File: config.mk
export PLATFORM = sky130hd
export DESIGN_NAME = serial_subtractor
export DESIGN_NICKNAME = d
export VERILOG_FILES = /design/src/rtl/serial_subtractor.sv
export SDC_FILE = /design/constraint.sdc
export NUM_CORES = 1
export LEC_CHECK = 0
export ABC_CLOCK_PERIOD_IN_PS = 2300
export CELL_PAD_IN_SITES_DETAIL_PLACEMENT = 1
export CELL_PAD_IN_SITES_GLOBAL_PLACEMENT = 2
export CORE_ASPECT_RATIO = 0.5
export CORE_MARGIN = 1
export CORE_UTILIZATION = 40
export CTS_BUF_LIST = sky130_fd_sc_hd__clkbuf_4
export DETAILED_ROUTE_END_ITERATION = 6
export DONT_BUFFER_PORTS = 1
export PLACE_DENSITY_LB_ADDON = 0.1
export SLEW_MARGIN = 20
export SYNTH_ARGS = -nofsm -noshare
export SYNTH_HDL_FRONTEND = slang
export SYNTH_SLANG_ARGS = --single-unit
File: constraint.sdc
create_clock -name clk -period 2.3 [get_ports clk]
set_input_delay 0.115 -clock clk [delete_from_list [all_inputs] [get_ports clk]]
set_output_delay 0.115 -clock clk [all_outputs]
set_load 0.1 [all_outputs]
File: src/rtl/serial_subtractor.sv
// -----------------------------------------------------------------------------
// serial_subtractor
//
// Bit-serial two's-complement subtractor. Computes diff = a - b - bin modulo
// 2^WIDTH one bit per clock, LSB first, with a single full-subtractor cell and a
// registered borrow. Area is traded for latency: one operation takes WIDTH
// clocks of processing plus one DONE cycle and one IDLE cycle.
//
// Ports:
//   clk    single clock, all state changes on the rising edge
//   rst    synchronous, active-high reset (aborts any operation in flight)
//   start  request, accepted only on a rising edge where ready=1
//   a      minuend, sampled on the accepting edge only
//   b      subtrahend, sampled on the accepting edge only
//   bin    borrow-in, sampled on the accepting edge only
//   ready  idle and able to accept start
//   busy   bits are being processed
//   done   one-cycle pulse, result outputs are valid
//   diff   a - b - bin modulo 2^WIDTH
//   bout   final borrow-out (1 means unsigned a < b + bin)
//   ovf    signed overflow of the subtraction
//   zero   diff == 0, independent of bout
//
// Result outputs hold from done until the next accepted start has finished;
// they do not change during the following RUN phase.
// -----------------------------------------------------------------------------
module serial_subtractor #(
   parameter int WIDTH = 8
) (
   input  logic             clk,
   input  logic             rst,
   input  logic             start,
   input  logic [WIDTH-1:0] a,
   input  logic [WIDTH-1:0] b,
   input  logic             bin,
   output logic             ready,
   output logic             busy,
   output logic             done,
   output logic [WIDTH-1:0] diff,
   output logic             bout,
   output logic             ovf,
   output logic             zero
);

   // Bit counter only needs to reach WIDTH-1.
   localparam int CW = (WIDTH > 1) ? $clog2(WIDTH) : 1;
   localparam logic [CW-1:0] LAST_BIT = CW'(WIDTH - 1);

   typedef enum logic [1:0] {
      IDLE = 2'd0,
      RUN  = 2'd1,
      DONE = 2'd2
   } state_t;

   state_t           state_q,  state_d;
   logic [WIDTH-1:0] a_sh_q,   a_sh_d;
   logic [WIDTH-1:0] b_sh_q,   b_sh_d;
   logic [WIDTH-1:0] res_sh_q, res_sh_d;
   logic             br_q,     br_d;
   logic [CW-1:0]    cnt_q,    cnt_d;
   logic             a_msb_q,  a_msb_d;
   logic             b_msb_q,  b_msb_d;
   logic [WIDTH-1:0] diff_q,   diff_d;
   logic             bout_q,   bout_d;
   logic             ovf_q,    ovf_d;
   logic             zero_q,   zero_d;

   logic             bit_diff;
   logic             br_next;
   logic [WIDTH-1:0] res_full;

   // The single full-subtractor cell working on the current LSBs, plus the
   // result word as it will look once this bit has been shifted in. On the
   // final RUN edge res_full already holds the complete difference, which lets
   // the flags be registered on the same edge as the state change to DONE.
   always_comb begin
      bit_diff = a_sh_q[0] ^ b_sh_q[0] ^ br_q;
      br_next  = (~a_sh_q[0] & b_sh_q[0]) | (~(a_sh_q[0] ^ b_sh_q[0]) & br_q);
      res_full = {bit_diff, res_sh_q[WIDTH-1:1]};
   end

   // Next-state and datapath control. Every register holds by default; IDLE
   // loads the operands on an accepted start, RUN shifts one bit per edge and
   // captures the result and flags on the last bit, DONE lasts a single cycle.
   // The operand sign bits are captured at load time because the operand
   // shift registers no longer hold them when overflow is evaluated.
   always_comb begin
      state_d  = state_q;
      a_sh_d   = a_sh_q;
      b_sh_d   = b_sh_q;
      res_sh_d = res_sh_q;
      br_d     = br_q;
      cnt_d    = cnt_q;
      a_msb_d  = a_msb_q;
      b_msb_d  = b_msb_q;
      diff_d   = diff_q;
      bout_d   = bout_q;
      ovf_d    = ovf_q;
      zero_d   = zero_q;

      case (state_q)
         IDLE: begin
            if (start) begin
               a_sh_d   = a;
               b_sh_d   = b;
               br_d     = bin;
               cnt_d    = '0;
               res_sh_d = '0;
               a_msb_d  = a[WIDTH-1];
               b_msb_d  = b[WIDTH-1];
               state_d  = RUN;
            end
         end

         RUN: begin
            a_sh_d   = {1'b0, a_sh_q[WIDTH-1:1]};
            b_sh_d   = {1'b0, b_sh_q[WIDTH-1:1]};
            res_sh_d = res_full;
            br_d     = br_next;
            cnt_d    = cnt_q + CW'(1);
            if (cnt_q == LAST_BIT) begin
               state_d = DONE;
               diff_d  = res_full;
               bout_d  = br_next;
               ovf_d   = (a_msb_q != b_msb_q) && (res_full[WIDTH-1] != a_msb_q);
               zero_d  = (res_full == '0);
            end
         end

         DONE: begin
            state_d = IDLE;
         end

         default: begin
            state_d = IDLE;
         end
      endcase
   end

   // State and datapath registers. Reset clears everything, which also
   // discards any operation in progress without producing done.
   always_ff @(posedge clk) begin
      if (rst) begin
         state_q  <= IDLE;
         a_sh_q   <= '0;
         b_sh_q   <= '0;
         res_sh_q <= '0;
         br_q     <= 1'b0;
         cnt_q    <= '0;
         a_msb_q  <= 1'b0;
         b_msb_q  <= 1'b0;
         diff_q   <= '0;
         bout_q   <= 1'b0;
         ovf_q    <= 1'b0;
         zero_q   <= 1'b0;
      end else begin
         state_q  <= state_d;
         a_sh_q   <= a_sh_d;
         b_sh_q   <= b_sh_d;
         res_sh_q <= res_sh_d;
         br_q     <= br_d;
         cnt_q    <= cnt_d;
         a_msb_q  <= a_msb_d;
         b_msb_q  <= b_msb_d;
         diff_q   <= diff_d;
         bout_q   <= bout_d;
         ovf_q    <= ovf_d;
         zero_q   <= zero_d;
      end
   end

   // Handshake outputs decode directly from the state register, so done is
   // high for exactly the one cycle spent in DONE.
   always_comb begin
      ready = (state_q == IDLE);
      busy  = (state_q == RUN);
      done  = (state_q == DONE);
      diff  = diff_q;
      bout  = bout_q;
      ovf   = ovf_q;
      zero  = zero_q;
   end

endmodule

Yosys cells after proc, flatten, opt, wreduce, memory -nomap -nowiden --
Cells that the tools add are included.
Operators by class: multiplexer cells 13, equal/unequal tests 7, add/subtract/negate cells 1, reduce and logical (&&, ||, !) cells 8, bitwise gates (word level) 7
Operators by type and width (number):
- $pmux 8 s2 | 3
- $mux 8 | 3
- $logic_not 8->1 | 1
- $reduce_and 2->1 | 4
- $pmux 3 s2 | 1
- $mux 2 | 2
- $pmux 2 s2 | 1
- $add 3x1->3 const B | 1
- $eq 3x3->1 const B | 1
- $mux 3 | 1
- $and 1x1->1 | 2
- $eq 2x1->1 const B | 1
- $eq 2x2->1 const B | 1
- $logic_not 2->1 | 1
- $ne 1x1->1 | 2
- $ne 2x1->1 const B | 1
- $ne 2x2->1 const B | 1
- $not 1->1 | 2
- $pmux 1 s2 | 1
- $reduce_bool 2->1 | 1
- $xor 1x1->1 | 2
- $logic_and 1x1->1 | 1
- $mux 1 | 1
- $or 1x1->1 | 1
Word-level totals: flip-flop bits (word level) 43, word-level logic and storage cells 48

Longest topological paths before layout --
depth in word-level cells 5, depth in mapped cells 6

Worst setup path after synthesis --
OpenSTA, ideal clock, no wires.
kind reg2out, from register state_q[0], to output port done, data arrival time 1791 ps, buffers on the path 1, stages on the path, launching flop included 3, path slack 394 ps, data required time 2185 ps, cells stage by stage dfxtp_1 buf_4 nor2b_1
On the way: longest elaborated chain between the ends 1
RTL lines:
- start: declaration | RTL line 55 | state_t state_q, state_d;
- start signal: assignment | RTL line 157 | state_q <= state_d;
- $eq 2x2->1 | RTL line 177 | done = (state_q == DONE);
- end: declaration | RTL line 38 | output logic done,
Every way passes these cells.

Final worst setup path --
from register a_sh_q[0], to register ovf_q, in the netlist ovf
On the way: longest elaborated chain between the ends 4
RTL lines:
- start: declaration | RTL line 56 | logic [WIDTH-1:0] a_sh_q, a_sh_d;
- start signal: assignment | RTL line 158 | a_sh_q <= a_sh_d;
- $xor 1x1->1 (2 in series) | RTL line 77 | bit_diff = a_sh_q[0] ^ b_sh_q[0] ^ br_q;
- $ne 1x1->1 | RTL line 125 | ovf_d = (a_msb_q != b_msb_q) && (res_full[WIDTH-1] != a_msb_q);
- $logic_and 1x1->1 | RTL line 125
- end signal: assignment | RTL line 167 | ovf_q <= ovf_d;
- end: declaration | RTL line 65 | logic ovf_q, ovf_d;
Every way passes these cells. A chain may end at the register's enable or synchronous reset.

==> impl_results.md <==
- Routed WL: 4210 um
- Routed len/inst: 15.3 um
- CTS buffer count: 5
- Remaining antenna violation count: 0
- Final slew viol count: 0
- Port bufs: 0
- Pwr per Cell Area: 635 mW/mm2
- Vias/cell: 5.35
- Min Clock Period, post-route: 1.80 ns
- Worst reg-to-reg path cell count: 4
- Clock Sinks: 42
- Total track usage: 19.1%
- Worst r2r dst: ovf
- Overflow after GRT: 0
- Die X: 97.7 um
- Violated checks: DRC
- Drt drc: 5
- Min-Delay Path Depth: 2
- Clock network power share: 26.8%
- Yosys cell types: 33
- Root Driver: clkbuf_4
- Seq cells post-synth: 42
- Final Hold Violating Endpoints: 0
- Sequential share of the synthesized area: 45.9%
- FFs w/ async S/R, synth: 0%
- Grt peak-use layer: met2
- Peak VDD IR: 255 uV
- NetSw: 0.406 mW
- Worst setup path class: reg -> reg
- Gate Count Post-Synth: 196
- Antenna cells: 0
- Final worst slack: 0.496 ns
- Vert. Die Dim: 49.8 um
- Met2 Use GR: 32.7%
- Post-Syn Area: 0.00183 mm2
- Vias in the first global route: 1505
- Worst hold start: rst
- YS warnings: 0
- Max-cap violations: 0
- CP max FO: 3
- CP Capture Type: register
- Global-route wire length before repair: 7150 um
- Final setup viols: 0
- Period Utilization, post-route: 78.4%
- I/O Pins: 34
- Initial Util: 44.2%
- Syn_area_per_cell: 9.34 um2
- Via count: 1470
- Die area: 0.00487 mm2
- H-tree depth: 2
- Share of layout cells above drive strength 1: 24.0%
- Most used DFF post-synth: dfxtp_1
- # fillers: 499
- Worst min path class: in -> reg
- Worst reg2reg setup slack: 0.50 ns
- Rel. slew slack: 60.2%
- Initial antenna violation count: 0
- Sequential power share: 57.6%
- Commonest non-fill, non-tap cell in the layout: dfxtp_1
- Fin nets: 245
- FMAX: 554 MHz
- Part of the power in combinational logic: 15.6%
- Commonest cells after routing, fill and taps aside: dfxtp_1, nand2_1, nor2_1, dlygate4sd3_1, buf_4
- Pint: 0.957 mW
- P_leak: 0.817 nW
- Clk_lat worst skew: 0.37 ns
- Unrepaired setup endpoints after global routing: false
- 1st-iter DRT viols: 31
- DP Wirelength: 2640 um
- Hold Crit Endpoint: diff[5]
- GRT met3 Usage: 5.39%
- Synth Net Count: 220
- Pre-CTS setup slack: 0.496 ns
- Post-synth EDFFs: 0
- Layout overhead on the synthesized area: 17.4%
- Clk_skew: 0.00937 ns
- R2r startpoint: a_sh_q[0]
- Cts repair resizes: 0
- Slew @ Worst Pin: 0.596 ns
- Floorplan row count: 16
- Clock slew at reported path FFs: 0.13 ns
- CTS Buffer Depth: 2
- CP Launch Type: register
- Setup TNS: 0 ns
- Core footprint: 0.00414 mm2
- Routing usage on met1: 23.5%
- Run status: complete, but fails checks
- First drt pass iteration count: 6
- Arrival time worst endpoint: 2.09 ns
- TritonCTS clock tree: done
- Sw Share: 29.8%
- Worst EP required: 2.59 ns
- Largest net degree at the start of global routing: 43
- GPL Wtd Cong: 0.753
## metrics by stage
step / cells / util, % / cell area, um2 / power, mW / hold slack, ns
after floorplan: 196 / - / 1830 / 0.964 / 0.256
after global placement: 251 / 46.3 / 1920 / 0.972 / 0.186
after detailed placement: 251 / 46.3 / 1920 / 0.978 / 0.187
after CTS: 275 / 51.8 / 2150 / 1.37 / 0.0432
after global routing: 275 / 51.8 / 2150 / 1.43 / 0.0476
final: 275 / 51.8 / 2150 / 1.36 / 0.0306
## how the worst max path moves through the flow
stage / startpoint / endpoint / slack [ns]
floorplan: state_q[0] / done / 0.39
detailed placement: a_sh_q[0] / ovf / 0.50
global placement: a_sh_q[0] / ovf / 0.60
CTS: a_sh_q[0] / ovf / 0.48
global route: a_sh_q[0] / ovf / 0.38
finish: a_sh_q[0] / ovf / 0.50
## critical path, stage by stage (launching register included)
cell and delay [ns]:
dfxtp_1 0.39, inv_1 0.09, fa_1 0.51, or3b_2 0.46, a311oi_1 0.28
## sequential cells by signal, summed over array words and instances, names as in the netlist
name      cells
a_msb_q       1
a_sh_q        8
b_msb_q       1
b_sh_q        8
bout          1
br_q          1
cnt_q         3
diff          8
ovf           1
res_sh_q      7
state_q       2
zero          1
## final cells by class
cell class | count | area [um2] | share of cell area (%)
clock buffers | 5 | 37.5 | 1.75
clock inverters | 2 | 10.0 | 0.466
inverters | 4 | 20.0 | 0.932
multi-input cells | 135 | 872 | 40.6
flip-flops and latches | 42 | 841 | 39.1
well taps | 54 | 67.6 | 3.15
repair buffers | 33 | 300 | 14.0
## layer usage
layer / routed length, um / up-vias
met3: 162 / 7
met5: 0 / -
met2: 1980 / 23
met4: 60 / 0
li1: - / 727
met1: 2010 / 713
## repair_timing
item / 4_1_cts / 5_1_grt
setup buffers: 0 / 0
endpoints found under the setup margin: 0 / 0
hold endpoints to repair: 42 / 0
hold buffers: 17 / 0
## power groups by stage
stage                     clock, mW  sequential [mW]  combinational [mW]
after floorplan                   0            0.793               0.170
after global placement            0            0.801               0.172
after detailed placement          0            0.802               0.176
after CTS                     0.372            0.786               0.215
after global routing          0.404            0.790               0.235
final                         0.365            0.786               0.213
## kinds of logic (layout without fill, tap and decap cells)
group,after synthesis,count (layout),synth area share (%)
AO/OA/AOI/OAI,56,56,25.4
adder cells (fa/ha/maj),4,4,3.55
multiplexers,2,2,1.09
buffers and inverters,19,44,6.70
AND/OR/NAND/NOR,73,73,17.3
flip-flops,42,42,45.9
## cell usage after synthesis, drive strengths merged, types with 2 or more instances
cell type   n  area [um2]
fa          2        40.0
clkbuf      4        15.0
mux2i       2        20.0
a22oi      10        75.1
or3b        2        17.5
nand3b      2        15.0
dfxtp      42         841
a221oi      2        23.8
a21oi      24         158
nand2      32         120
nor4        2        12.5
a211oi     16         170
inv         4        20.0
nor2       30         113
buf        11        87.6
ha          2        25.0
Power figures use the tool's default switching activity.
